### config.mk
export PLATFORM = sky130hd
export DESIGN_NAME = clb_cfg_loader
export DESIGN_NICKNAME = d
export VERILOG_FILES = /design/src/rtl/clb_cfg_pkg.sv /design/src/rtl/clb_cfg_frame_shift.sv /design/src/rtl/clb_cfg_loader.sv
export SDC_FILE = /design/constraint.sdc
export NUM_CORES = 1
export LEC_CHECK = 0
export CELL_PAD_IN_SITES_DETAIL_PLACEMENT = 2
export CELL_PAD_IN_SITES_GLOBAL_PLACEMENT = 2
export CORE_MARGIN = 4
export CORE_UTILIZATION = 40
export CTS_BUF_LIST = sky130_fd_sc_hd__clkbuf_8
export CTS_CLUSTER_DIAMETER = 120
export DETAILED_ROUTE_END_ITERATION = 16
export PLACE_DENSITY_LB_ADDON = 0.25
export SYNTH_ARGS = -nofsm -noshare
export SYNTH_HDL_FRONTEND = slang
export SYNTH_SLANG_ARGS = --single-unit
### constraint.sdc
create_clock -name K -period 3.4 [get_ports K]
set_clock_uncertainty 0.15 [all_clocks]
set_input_delay 0.68 -clock K [delete_from_list [all_inputs] [get_ports K]]
set_output_delay 0.68 -clock K [all_outputs]
set_load 0.01 [all_outputs]
### src/rtl/clb_cfg_pkg.sv
// Shared constants, field layout and FSM state type for the CLB configuration loader.
// Build option CLB_CFG_PARITY_EN appends an odd-parity bit to every frame.
package clb_cfg_pkg;

  localparam int CFG_W_DEF = 37;
  localparam int CNT_W_DEF = 8;

  localparam logic [7:0] PREAMBLE = 8'hB2;

`ifdef CLB_CFG_PARITY_EN
  localparam int PAR_BITS = 1;
`else
  localparam int PAR_BITS = 0;
`endif

  // Field layout of the configuration word, LSB offsets; the mux-select field is sent first.
  localparam int FF_OFS    = 0;
  localparam int FF_W      = 1;
  localparam int COMB_OFS  = 1;
  localparam int COMB_W    = 2;
  localparam int LUT_OFS   = 3;
  localparam int LUT_W     = 16;
  localparam int DQ_OFS    = 19;
  localparam int DQ_W      = 2;
  localparam int INSEL_OFS = 21;
  localparam int INSEL_W   = 6;
  localparam int MUX_OFS   = 27;
  localparam int MUX_W     = 10;

  // Prefixed so the error state does not collide with the ERR port.
  typedef enum logic [2:0] {
    S_HUNT,
    S_COUNT,
    S_FRAME,
    S_STALL,
    S_DRAIN,
    S_ERR
  } cfg_state_e;

endpackage

### src/rtl/clb_cfg_frame_shift.sv
// Frame deserialiser: data shift register, bit counter and running parity.
// With CLB_CFG_PARITY_EN the last bit of each frame is an odd-parity bit, not data.
module clb_cfg_frame_shift
  import clb_cfg_pkg::*;
#(
  parameter int CFG_W = CFG_W_DEF
) (
  input  logic             clk,
  input  logic             rst_n,
  input  logic             shift_en,
  input  logic             din,
  output logic             frame_done,
  output logic             parity_ok,
  output logic [CFG_W-1:0] frame_word,
  output logic [CFG_W-1:0] held_word
);

  localparam int FB = CFG_W + PAR_BITS;
  localparam int BW = $clog2(FB + 1);

  logic [BW-1:0]    bit_cnt_reg;
  logic [BW-1:0]    bit_cnt_next;
  logic [CFG_W-1:0] shift_reg;
  logic [CFG_W-1:0] shift_next;
  logic             last_bit;
  logic             data_en;

  genvar gi;
  assign shift_next[0] = din;
  generate
    for (gi = 1; gi < CFG_W; gi++) begin : g_shift
      assign shift_next[gi] = shift_reg[gi-1];
    end
  endgenerate

  assign last_bit     = (bit_cnt_reg == BW'(FB - 1));
  assign bit_cnt_next = last_bit ? '0 : bit_cnt_reg + BW'(1);
  assign frame_done   = shift_en && last_bit;
  assign held_word    = shift_reg;

`ifdef CLB_CFG_PARITY_EN
  logic par_reg;

  // The parity bit never enters the data register, so it already holds the word.
  assign data_en    = shift_en && !last_bit;
  assign parity_ok  = par_reg ^ din;
  assign frame_word = shift_reg;

  always_ff @(posedge clk or negedge rst_n) begin
    if (!rst_n) begin
      par_reg <= 1'b0;
    end else if (shift_en) begin
      par_reg <= last_bit ? 1'b0 : (par_reg ^ din);
    end
  end
`else
  // Last data bit bypasses the register so the word can be loaded on its own edge.
  assign data_en    = shift_en;
  assign parity_ok  = 1'b1;
  assign frame_word = shift_next;
`endif

  always_ff @(posedge clk or negedge rst_n) begin
    if (!rst_n) begin
      bit_cnt_reg <= '0;
      shift_reg   <= '0;
    end else begin
      if (shift_en) bit_cnt_reg <= bit_cnt_next;
      if (data_en)  shift_reg   <= shift_next;
    end
  end

endmodule

### src/rtl/clb_cfg_loader.sv
// Serial CLB configuration loader: preamble hunt, frame count, frames out on valid/ready.
// Build option CLB_CFG_PARITY_EN enables per-frame odd parity and the sticky ERR state.
module clb_cfg_loader
  import clb_cfg_pkg::*;
#(
  parameter int CFG_W = CFG_W_DEF,
  parameter int CNT_W = CNT_W_DEF
) (
  input  logic             K,
  input  logic             RSTN,
  input  logic             DIN,
  input  logic             DIN_EN,
  output logic             DIN_RDY,
  output logic [CFG_W-1:0] CFG_DATA,
  output logic [CNT_W-1:0] CFG_ADDR,
  output logic             CFG_VALID,
  input  logic             CFG_READY,
  output logic             BUSY,
  output logic             DONE,
  output logic             ERR
);

  localparam int CB = $clog2(CNT_W);

  cfg_state_e       state_reg, state_next;
  logic [7:0]       win_reg, win_next;
  logic [CB-1:0]    cbit_reg, cbit_next;
  logic [CNT_W-1:0] n_reg, n_next;
  logic [CNT_W-1:0] idx_reg, idx_next;
  logic [CNT_W-1:0] addr_reg, addr_next;
  logic [CFG_W-1:0] data_reg, data_next;
  logic             valid_reg, valid_next;
  logic             done_reg, done_next;
  logic             err_reg, err_next;

  logic             accept;
  logic             shift_en;
  logic             hold_free;
  logic             load_en;
  logic [CFG_W-1:0] load_word;
  logic             frame_done;
  logic             parity_ok;
  logic [CFG_W-1:0] frame_word;
  logic [CFG_W-1:0] held_word;

  assign DIN_RDY   = (state_reg == S_HUNT) || (state_reg == S_COUNT) || (state_reg == S_FRAME);
  assign accept    = DIN_EN && DIN_RDY;
  assign shift_en  = accept && (state_reg == S_FRAME);
  // The hold register can take a word on the same edge it hands one off.
  assign hold_free = !valid_reg || CFG_READY;

  clb_cfg_frame_shift #(
    .CFG_W(CFG_W)
  ) u_shift (
    .clk       (K),
    .rst_n     (RSTN),
    .shift_en  (shift_en),
    .din       (DIN),
    .frame_done(frame_done),
    .parity_ok (parity_ok),
    .frame_word(frame_word),
    .held_word (held_word)
  );

  always_comb begin
    state_next = state_reg;
    win_next   = win_reg;
    cbit_next  = cbit_reg;
    n_next     = n_reg;
    idx_next   = idx_reg;
    addr_next  = addr_reg;
    data_next  = data_reg;
    valid_next = valid_reg;
    done_next  = 1'b0;
    err_next   = err_reg;
    load_en    = 1'b0;
    load_word  = '0;

    if (valid_reg && CFG_READY) valid_next = 1'b0;

    case (state_reg)
      S_HUNT: begin
        if (accept) begin
          win_next = {win_reg[6:0], DIN};
          if (win_next == PREAMBLE) begin
            state_next = S_COUNT;
            win_next   = '0;
            cbit_next  = '0;
          end
        end
      end
      S_COUNT: begin
        if (accept) begin
          n_next    = {n_reg[CNT_W-2:0], DIN};
          cbit_next = cbit_reg + CB'(1);
          if (cbit_reg == CB'(CNT_W - 1)) begin
            cbit_next = '0;
            if (n_next == '0) begin
              done_next  = 1'b1;
              state_next = S_HUNT;
            end else begin
              idx_next   = '0;
              state_next = S_FRAME;
            end
          end
        end
      end
      S_FRAME: begin
        if (frame_done) begin
          if (!parity_ok) begin
            err_next   = 1'b1;
            state_next = S_ERR;
          end else if (hold_free) begin
            load_en   = 1'b1;
            load_word = frame_word;
          end else begin
            state_next = S_STALL;
          end
        end
      end
      S_STALL: begin
        if (valid_reg && CFG_READY) begin
          load_en   = 1'b1;
          load_word = held_word;
        end
      end
      S_DRAIN: begin
        if (valid_reg && CFG_READY) begin
          done_next  = 1'b1;
          state_next = S_HUNT;
        end
      end
      default: ;
    endcase

    if (load_en) begin
      valid_next = 1'b1;
      data_next  = load_word;
      addr_next  = idx_reg;
      if (idx_reg == n_reg - CNT_W'(1)) begin
        state_next = S_DRAIN;
      end else begin
        idx_next   = idx_reg + CNT_W'(1);
        state_next = S_FRAME;
      end
    end
  end

  always_ff @(posedge K or negedge RSTN) begin
    if (!RSTN) begin
      state_reg <= S_HUNT;
      win_reg   <= '0;
      cbit_reg  <= '0;
      n_reg     <= '0;
      idx_reg   <= '0;
      addr_reg  <= '0;
      data_reg  <= '0;
      valid_reg <= 1'b0;
      done_reg  <= 1'b0;
      err_reg   <= 1'b0;
    end else begin
      state_reg <= state_next;
      win_reg   <= win_next;
      cbit_reg  <= cbit_next;
      n_reg     <= n_next;
      idx_reg   <= idx_next;
      addr_reg  <= addr_next;
      data_reg  <= data_next;
      valid_reg <= valid_next;
      done_reg  <= done_next;
      err_reg   <= err_next;
    end
  end

  assign CFG_DATA  = data_reg;
  assign CFG_ADDR  = addr_reg;
  assign CFG_VALID = valid_reg;
  assign BUSY      = (state_reg != S_HUNT);
  assign DONE      = done_reg;
  assign ERR       = err_reg;

endmodule

======== Word-level counts from Yosys, hierarchy flattened ========
Index checks and enable logic that the tools add are counted.
storage, ports and cells
  register bits ........................... 119
  output and inout port bits .............. 50
  input bits .............................. 5
  word-level logic and storage cells ...... 89
operators by class
  add/subtract/negate cells ............... 4
  multiplexer cells ....................... 38
  eq/ne operators ......................... 18
  reductions and logical operators ........ 18
operators with widths
  operator                                                count
  two-way mux 37 bit                                      3
  case mux 37 bit (2 select lines)                        1
  two-way mux 8 bit                                       6
  two-way mux 3 bit                                       13
  inequality test 3 bit (second input constant)           5
  case mux 3 bit (4 select lines)                         1
  adder 8 x 1 -> 8 bit (second input constant)            1
  == test 8 bit                                           1
  == test 8 bit (second input constant)                   1
  logical NOT 8 bit                                       1
  two-way mux 1 bit                                       8
  AND reduction 8 bit                                     1
  subtractor 8 x 1 -> 8 bit (second input constant)       1
  two-way mux 7 bit                                       1
  adder 6 x 1 -> 6 bit (second input constant)            1
  == test 3 x 2 -> 1 bit (second input constant)          2
  == test 3 bit (second input constant)                   2
  == test 6 bit (second input constant)                   1
  two-way mux 6 bit                                       1
  inequality test 3 x 2 -> 1 bit (second input constant)  2
  case mux 3 bit (2 select lines)                         1
  nonzero test 5 bit                                      1
  logical AND 1 bit                                       4
  inequality test 2 bit (second input constant)           2
  other kinds (12)                                        17

======== Logic depth before layout (Yosys ltp) ========
Gate-level depths: netlist of run 1.
  depth in word-level cells ............... 10
  mapped depth ............................ 9
  mapped depth without buffers ............ 8

======== Cells and area by module ========
A second synthesis of run 1 with hierarchy kept.
second synthesis, totals
  cells, all modules ...................... 514
  area total of the unflattened synthesis .. 5,619.1 sq um
modules (own cells, without submodules)
  module               times used  seq. area each (sq um)  cells an instance  area each (sq um)
  clb_cfg_loader       1           1,926.8                 368                3,654.8
  clb_cfg_frame_shift  1           1,076.0                 146                1,964.4

======== Worst setup path before layout of run 1 ========
OpenSTA, ideal clock, no wires.
  path type ............................... input -> register
  start ................................... in DIN_EN
  end ..................................... reg idx_reg[7]
  data arrival time ....................... 2.128 ns
  cell stages on the path ................. 6
  data required time ...................... 3.122 ns
  setup slack ............................. 0.994 ns
  setup time .............................. 0.128 ns
  cells stage by stage .................... clkbuf_2 > a41oi_1 > or4_1 > clkbuf_1 > or4_1 > mux2i_1
on the way
  word-level cells in the longest chain between the ends .. 6
  elaborated cells between the ends (all ways) .. 9
  classes of those cells .................. 6 x mux; 3 x reduce/logical
ends and longest elaborated chain
  item                             line                       text
  start, declared                  clb_cfg_loader.sv:12       input logic DIN_EN,
  logical AND 1 bit *              clb_cfg_loader.sv:47       assign accept = DIN_EN && DIN_RDY;
  logical AND 1 bit                clb_cfg_loader.sv:48       assign shift_en = accept && (state_reg == S_FRAME);
  logical AND 1 bit                clb_cfg_frame_shift.sv:38  assign frame_done = shift_en && last_bit;
  two-way mux 1 bit                clb_cfg_loader.sv:109      if (frame_done) begin
  case mux 1 bit (2 select lines)  clb_cfg_loader.sv:81       case (state_reg)
  two-way mux 8 bit *              clb_cfg_loader.sv:136      if (load_en) begin
  via idx_next[7]                  clb_cfg_loader.sv:29       logic [CNT_W-1:0] idx_reg, idx_next;
  end signal, assigned             clb_cfg_loader.sv:166      idx_reg <= idx_next;
  end, declared                    clb_cfg_loader.sv:29
The timed path passes the listed nets; every way through them passes the cells marked *.
A chain may end at the register's enable or synchronous reset.

======== Final worst setup path of run 1 ========
  start ................................... reg state_reg[0]
  end ..................................... out BUSY
on the way
  word-level cells in the longest chain between the ends .. 1
ends and longest elaborated chain
  item                    line                   text
  start, declared         clb_cfg_loader.sv:25   cfg_state_e state_reg, state_next;
  start signal, assigned  clb_cfg_loader.sv:162  state_reg <= state_next;
  nonzero test 3 bit      clb_cfg_loader.sv:178  assign BUSY = (state_reg != S_HUNT);
  end, declared           clb_cfg_loader.sv:18   output logic BUSY,
Every way passes these cells.

==> impl_metrics.toml, run 1 <==
[sta]
setup_tns_ns = 0
final.period_utilization_pct = 84.08
setup_viol = 0
relSlewSlack_pct = 44.44
rsz0062_at_grt = "false"
whs_ns = 0.1085
maxSlewViolCount = 0
final_hold_viol_count = 0
max_freq_mhz = 349.8
tightest_slew_ns = 0.8325
period_needed_ns = 2.859

[clock_network]
cts_root_buffer = "clkbuf_8"
insertion_delay_ns = 0.44
postCtsResizedCells = 0
clock-sinks = 119
clk_pin_slew_ns = 0.07
h-tree-depth = 4
cts_buffers = 17
tritoncts = "built"
cts_hold_buf = 0
clockBufferDepth = 2
cts_setup_buffers = 0

[power]
ir_drop_uv = 222.1
sequentialPowerShare_pct = 49.2
leakage_nw = 3.398
switching_share_pct = 21.16
power.density_mw_per_mm2 = 447.3
net-switching-power_mw = 0.6087
clockPowerShare_pct = 49.3
internal-power_mw = 2.267
combPwrFrac_pct = 1.5

[layout]
layout-area-overhead-vs-synth_pct = 22.89
nFillCells = 1348
diodes = 0
nNetsFinal = 592
final_layout_size_suffix_gt1_share_pct = 9.949

[drt]
dr_wl_met2_mm = 8.352
routed_wl_mm = 16.22
detail-route-antenna-nets = 0
met3_length_um = 561
drt_iter0_markers = 390
drt-wirelength-per-cell_um = 21.20
avgViaCountPerCell = 5.661
drt-pass1-iter-count = 8
routed.top_layer = "met4"
drc = 0
wl_met1_mm = 7.026
num_vias = 4331

[setup_path]
worstPathArrival_ns = 2.03
rr_worst_depth = 7
crit_fanout = 10
critPathRequiredTime_ns = 2.57
cp-start-kind = "register"
crit_path_end_kind = "output pin"
crit_type = "reg -> out"
r2r_start = "u_shift.bit_cnt_reg[0]$_DFFE_PN0N_"
timing.rr.end = "CFG_DATA[11]$_DFFE_PN0N_"
r2r_slack_ns = 0.60

[yosys]
ys_top_cells_by_area = "dfrtp_1 (57%), nand2_1 (11%), a222oi_1 (7.1%)"
netlist_instances = 527
synth.distinct_cells = 47
synth_common_cells = "nand2_1 (160), dfrtp_1 (119), inv_1 (44)"
synth_largest_area_cell = "dfrtp_1"
synth.most_common_cell = "nand2_1"
yosysWarningCount = 0
synth_xor_area_share_pct = 1.842
ys_ff_latch = 119
synth_compound_area_share_pct = 12.10
synth_adder_area_share_pct = 1.435
yosys.area_share.simple_pct = 18.54
syn_area_sq_mm = 0.005231
synth_top_family_by_area = "simple AND/OR/NAND/NOR gates"
synth-edff-count = 0
ys.flop_type = "dfrtp_1"
synth-async-reset-ratio_pct = 100.0
syn_nets = 538
synth.top_cell.area_share_pct = 56.92
avgSynthCellArea_sq_um = 9.927
ys_seq_area_share_pct = 56.92
synth_mux_area_share_pct = 3.516

[global_routing]
grt_pass1_vias = 4835
grt_overflow = 0
antenna_found_initial = 0
grt_pass1_wl_mm = 26.72
grt_max_degree = 51
grt_usage_pct = 23.21

[placed_design]
dp_hpwl_mm = 9.932
portBuffers = 53
gp_congestion = 0.7702

[run]
cap_violations = 0

[die]
ios = 55
rows = 41
dieArea_sq_mm = 0.01497
die_h_um = 122.4
start_util_pct = 41.12
coreArea_sq_mm = 0.01272
fp.dieW_um = 122.4

[min_path]
min_path_type = "in -> async"

[run_status]
outcome = "completed"
-- worst max path at each step --
stage / start / to / slack (ns) / cells past startpoint
3_5_place_dp: DIN_EN / CFG_DATA[11]$_DFFE_PN0N_ / 0.25 / 6
6_report: state_reg[0]$_DFFE_PN0P_ / BUSY / 0.54 / 3
3_3_place_gp: DIN_EN / CFG_DATA[12]$_DFFE_PN0N_ / 0.41 / 6
5_1_grt: state_reg[0]$_DFFE_PN0P_ / BUSY / 0.34 / 3
4_1_cts: state_reg[0]$_DFFE_PN0P_ / BUSY / 0.50 / 3
2_1_floorplan: DIN_EN / idx_reg[7]$_DFF_PN0_ / 0.99 / 6
-- cell type report --
| type | count | area, sq um | area share [%] |
|---|---|---|---|
| flip-flops and latches | 119 | 2978 | 46.32 |
| multi-input cells | 333 | 1979 | 30.79 |
| repair buffers | 65 | 655.6 | 10.20 |
| clock buffers | 20 | 275.3 | 4.282 |
| well taps | 172 | 215.2 | 3.348 |
| inverters | 45 | 168.9 | 2.627 |
| clock inverters | 11 | 156.4 | 2.433 |
-- power groups by stage --
stage                     combinational, mW  sequential (mW)  clock [mW]
after global placement               0.0440             1.44           0
after global routing                 0.0491             1.41        1.52
final                                0.0425             1.42        1.42
after CTS                            0.0453             1.41        1.45
after detailed placement             0.0448             1.44           0
after floorplan                     0.00345             1.44           0
-- worst max-delay path, stage by stage (launching register included) --
cell and delay [ns]:
dfrtp_1 0.58, clkinv_1 0.34, nand2_1 0.14, clkdlybuf4s50_1 0.54
-- cells in the final DEF (no fill, tap or decap), drive strengths merged, types with 10 or more instances in the layout --
cell	netlist	layout
nand2	160	160
a222oi	37	37
nor3	10	10
clkbuf	24	20
mux2	11	11
buf	6	13
dfrtp	119	119
inv	44	47
nand3	14	14
clkdlybuf4s50	0	52
o21ai	13	13
nor2	11	11
-- stage by stage --
step	setup slack, ns	area (sq um)	total power [mW]	instances	util [%]
after floorplan	0.9940	5231	1.446	527	-
after global placement	0.4140	5997	1.486	734	47.14
after detailed placement	0.2463	5997	1.487	734	47.14
after CTS	0.4956	6429	2.908	765	50.53
after global routing	0.3408	6429	2.988	765	50.53
final	0.5412	6429	2.876	765	50.53
-- per-layer routing --
| metal | GRT usage (%) | vias up |
|---|---|---|
| met5 | 0 | - |
| met4 | 7.418 | 0 |
| met3 | 5.161 | 26 |
| met2 | 39.85 | 94 |
| met1 | 29.17 | 2289 |
| li1 | - | 1922 |
-- cells by family after synthesis --
kind of cell    count (synthesis)
buf+inv                        75
simple gates                  224
xor+xnor                       11
other cells                     1
mux                            17
flops                         119
fa+ha+maj                       6
compound gates                 74
Power figures use the tool's default switching activity.
==> run 2, diff against run 1 <==
- CORE_UTILIZATION: 40 -> 34
- clock period: 3.4 -> 2.5 ns (I/O delays scaled with it)
==> impl_metrics.toml, run 2 (same netlist as run 1, synthesis figures left out) <==
[setup_path]
crit_chain = "buf_4 -> a21oi_2 -> clkdlybuf4s50_1"
crit_type = "reg -> out"
max_stage_delay_ns = 0.57
crit_path_end_kind = "output pin"
worstPathArrival_ns = 1.77
critPathRequiredTime_ns = 1.85
cp-start-kind = "register"
crit_fanout = 8
path_buf_inv = 2
cp_top_family = "buffers and inverters"
crit_slowest_cell = "clkdlybuf4s50_1"

[clock_network]
cts_buffers = 17
cts_root_buffer = "clkbuf_8"
h-tree-depth = 4
clock-sinks = 119
clk_pin_slew_ns = 0.07
clockBufferDepth = 2
tritoncts = "built"
insertion_delay_ns = 0.45
cts_setup_buffers = 0

[placed_design]
portBuffers = 53
gp_congestion = 0.7618
dp_cells = 766
dp_hpwl_mm = 10.39

[drt]
detail-route-antenna-nets = 0
routed_wl_mm = 15.49
drt-pass1-iter-count = 5
drc = 0
drt_iter0_markers = 299
num_vias = 4326
avgViaCountPerCell = 5.414
drt-wirelength-per-cell_um = 19.39

[sta]
final_hold_viol_count = 0
maxSlewViolCount = 0
max_freq_mhz = 413.3
period_needed_ns = 2.420
final.period_utilization_pct = 96.78
relSlewSlack_pct = 65.60
setup_viol = 0
tightest_slew_ns = 0.5159
setup_tns_ns = 0

[power]
switching_share_pct = 21.59
internal-power_mw = 3.017
combPwrFrac_pct = 1.6
clockPowerShare_pct = 48.4
leakage_nw = 3.485
power.density_mw_per_mm2 = 581.1
sequentialPowerShare_pct = 50.0
net-switching-power_mw = 0.8306
ir_drop_uv = 305.9

[global_routing]
antenna_found_initial = 0
grt_max_degree = 46
grt_usage_pct = 18.28
grt_overflow = 0
grt_pass1_vias = 4845
grt_pass1_wl_mm = 25.54

[die]
die_h_um = 132.0
dieArea_sq_mm = 0.01743
coreArea_sq_mm = 0.01515
rows = 45
fp.dieW_um = 132.0
ios = 55
start_util_pct = 34.54

[run]
cap_violations = 0

[layout]
nNetsFinal = 609
diodes = 0
layout-area-overhead-vs-synth_pct = 26.57
final_common_cell = "nand2_1"
final_cell_mix = "nand2_1 (160), dfrtp_1 (118), clkdlybuf4s50_1 (51), inv_1 (48), a222oi_1 (37)"
final_cell_count_no_fill = 799
final_layout_size_suffix_gt1_share_pct = 13.26

[run_status]
outcome = "completed"

[min_path]
min_path_type = "reg -> reg"
run 2: final timing paths:
check,depth (start not counted),from,slack (ns),end
hold reg to reg,2,CFG_ADDR[1]$_DFFE_PN0N_,0.34,CFG_ADDR[1]$_DFFE_PN0N_
min in group asynchronous,2,RSTN,0.42,idx_reg[4]$_DFF_PN0_
setup / recovery,3,state_reg[1]$_DFFE_PN0P_,0.08,DIN_RDY
setup reg to reg,6,n_reg[2]$_DFFE_PN0P_,0.10,idx_reg[7]$_DFF_PN0_
hold / removal,2,CFG_ADDR[1]$_DFFE_PN0N_,0.34,CFG_ADDR[1]$_DFFE_PN0N_
max in group asynchronous,3,RSTN,1.15,state_reg[0]$_DFFE_PN0P_
run 2: routing by layer:
metal	GRT usage (%)	vias up	part of all wire, %
li1	-	1960	-
met1	22.83	2278	44
met2	31.53	72	52
met3	4.542	16	2.9
met4	5.134	0	1.2
met5	0	-	0
run 2: power groups by stage:
stage	clock (mW)	combinational (mW)	sequential (mW)
after floorplan	0	0.00469	1.96
after global placement	0	0.0634	1.96
after detailed placement	0	0.0649	1.96
after CTS	1.91	0.0664	1.92
after global routing	2.03	0.0728	1.92
final	1.86	0.0625	1.92
run 2: final cells by class:
cell class              instances  area, sq um
flip-flops and latches        119         2979
repair buffers                 82        808.3
inverters                      45        168.9
fillers                      1602         8524
clock buffers                  21        289.0
well taps                     188        235.2
multi-input cells             333         2009
clock inverters                11        131.4
run 2: worst register-to-register path, cell delays in order, from the launching register on:
cell      delay, ns
dfrtp_1        0.47
nor3_4         0.37
a2111o_1       0.20
nand4_1        0.12
o2111a_1       0.32
or4_1          0.53
mux2i_1        0.13
run 2: repair_timing:
item                       CTS  global route
pin swaps                    1             2
hold buffers                 1             0
hold endpoints to repair    33             0
setup endpoints to repair   30            11
resized for setup            7             5
run 2: through the flow:
stage,area (sq um),utilization (%),hold WS [ns],setup slack (ns),power [mW]
after floorplan,5231,-,0.05441,0.2659,1.967
after global placement,6150,40.60,0.3103,-0.2578,2.025
after detailed placement,6150,40.60,0.3304,-0.3885,2.026
after CTS,6596,43.55,0.3490,0.02255,3.905
after global routing,6621,43.72,0.3596,-0.003227,4.023
final,6621,43.72,0.3409,0.08045,3.848
==> run 3, diff against run 2 <==
- CTS_CLUSTER_DIAMETER: 120 -> 50
- PLACE_DENSITY_LB_ADDON: 0.25 -> 0.1
==> impl_metrics.toml, run 3 (same netlist as run 1, synthesis figures left out) <==
[layout]
final_layout_size_suffix_gt1_share_pct = 14.84
final_cell_mix = "nand2_1 (160), dfrtp_1 (118), clkdlybuf4s50_1 (51), inv_1 (45), a222oi_1 (37)"
final_cell_count_no_fill = 808
layout-area-overhead-vs-synth_pct = 27.89
nNetsFinal = 620
final_common_cell = "nand2_1"
final_area_sq_mm = 0.006690
diodes = 0

[setup_path]
max_stage_delay_ns = 0.54
crit_type = "reg -> reg"
crit_path_end_kind = "register"
crit_fanout = 22
r2r_start = "u_shift.bit_cnt_reg[0]$_DFFE_PN0N_"
rr_worst_depth = 7
cp-start-kind = "register"
crit_slowest_cell = "or4_4"
critPathRequiredTime_ns = 2.67
r2r_slack_ns = 0.14
crit_chain = "inv_2 -> ha_2 -> a41oi_1 -> or4_4 -> buf_6 -> a222oi_1 -> inv_1"
worstPathArrival_ns = 2.53
timing.rr.end = "CFG_DATA[25]$_DFFE_PN0N_"

[drt]
met3_length_um = 395
drt-pass1-iter-count = 6
routed_wl_mm = 14.95
avgViaCountPerCell = 5.333
drc = 0
dr_wl_met2_mm = 7.565
num_vias = 4309
detail-route-antenna-nets = 0
routed.top_layer = "met4"
drt-wirelength-per-cell_um = 18.50
wl_met1_mm = 6.816
drt_iter0_markers = 324

[sta]
max_freq_mhz = 423.4
relSlewSlack_pct = 46.54
tightest_slew_ns = 0.7993
period_needed_ns = 2.362
maxSlewViolCount = 0
final_hold_viol_count = 0
setup_viol = 0
final.period_utilization_pct = 94.47

[clock_network]
cts_root_buffer = "clkbuf_8"
clock-sinks = 119
clockBufferDepth = 2
insertion_delay_ns = 0.44
h-tree-depth = 4
cts_buffers = 17
cts_setup_buffers = 0
clk_pin_slew_ns = 0.07
tritoncts = "built"

[placed_design]
gp_congestion = 0.7622
dp_hpwl_mm = 10.10
portBuffers = 53
dp_cells = 777
place_area_sq_mm = 0.006231

[power]
leakage_nw = 3.544
power.density_mw_per_mm2 = 573.0
total_power_mw = 3.833
ir_drop_uv = 292.7

[min_path]
hold_end = "CFG_ADDR[3]$_DFFE_PN0N_"
worstHoldStart = "CFG_ADDR[3]$_DFFE_PN0N_"
min_path_type = "reg -> reg"
holdPathStages = 2

[die]
fp.dieW_um = 132.0
start_util_pct = 34.54
ios = 55
coreArea_sq_mm = 0.01515
die_h_um = 132.0
rows = 45
dieArea_sq_mm = 0.01743

[global_routing]
grt_pass1_vias = 4833
grt_max_degree = 47
antenna_found_initial = 0
grt_overflow = 0
grt_pass1_wl_mm = 25.39
grt_usage_pct = 18.05

[run_status]
outcome = "completed"

[run]
cap_violations = 0
## run 3: area by class of cell
type,instances,area [sq um]
fill,1625,8456
sequential,119,2979
multi-input combinational,333,1999
timing repair buffer,93,890.9
clock buffer,21,289.0
tap,188,235.2
inverter,45,170.2
clock inverter,9,126.4
## run 3: how the worst max path moves through the flow
stage | startpoint | endpoint | slack, ns | cells past startpoint
2_1_floorplan | u_shift.bit_cnt_reg[0]$_DFFE_PN0N_ | idx_reg[7]$_DFF_PN0_ | 0.27 | 7
3_3_place_gp | CFG_READY | CFG_DATA[18]$_DFFE_PN0N_ | -0.26 | 6
3_5_place_dp | CFG_READY | CFG_DATA[23]$_DFFE_PN0N_ | -0.35 | 6
4_1_cts | u_shift.bit_cnt_reg[0]$_DFFE_PN0N_ | CFG_DATA[2]$_DFFE_PN0N_ | -0.006 | 7
5_1_grt | u_shift.bit_cnt_reg[1]$_DFFE_PN0N_ | CFG_DATA[25]$_DFFE_PN0N_ | -0.007 | 7
6_report | u_shift.bit_cnt_reg[0]$_DFFE_PN0N_ | CFG_DATA[25]$_DFFE_PN0N_ | 0.14 | 7
## run 3: metrics by stage
stage	util, %	setup TNS (ns)	setup WS (ns)	hold WS, ns
2_1_floorplan	-	0	0.2659	0.05441
3_3_place_gp	41.14	-8.958	-0.2609	0.3132
3_5_place_dp	41.14	-12.05	-0.3523	0.3159
4_1_cts	44.02	-0.01080	-0.005563	0.3375
5_1_grt	44.17	-0.007444	-0.007444	0.3726
6_report	44.17	0	0.1382	0.3284
## run 3: timing repair
item | 4_1_cts | 5_1_grt
pin swaps | 1 | 2
resized for setup | 3 | 8
hold buffers | 1 | 0
endpoints found under the hold margin | 32 | 0
setup endpoints to repair | 27 | 35
## run 3: report_power, final
part	internal (mW)	switching, mW	leakage (nW)
combinational	0.0164	0.0458	1.70
sequential	1.92	0.0000000000000000555	1.63
clock	1.07	0.772	0.212
## run 3: worst max-delay path: cells and delay by family (launching register included)
family / cells / cell delay, ns
AND/OR/NAND/NOR: 1 / 0.54
adder cells (fa/ha/maj): 1 / 0.21
buffers and inverters: 3 / 0.39
flip-flops: 1 / 0.42
AO/OA/AOI/OAI: 2 / 0.52
## run 3: metal layers
layer  GRT usage (%)  vias to the layer above
met5               0                        -
met3           4.237                       14
li1                -                     1991
met1           22.74                     2249
met4           5.368                        0
met2           30.93                       55
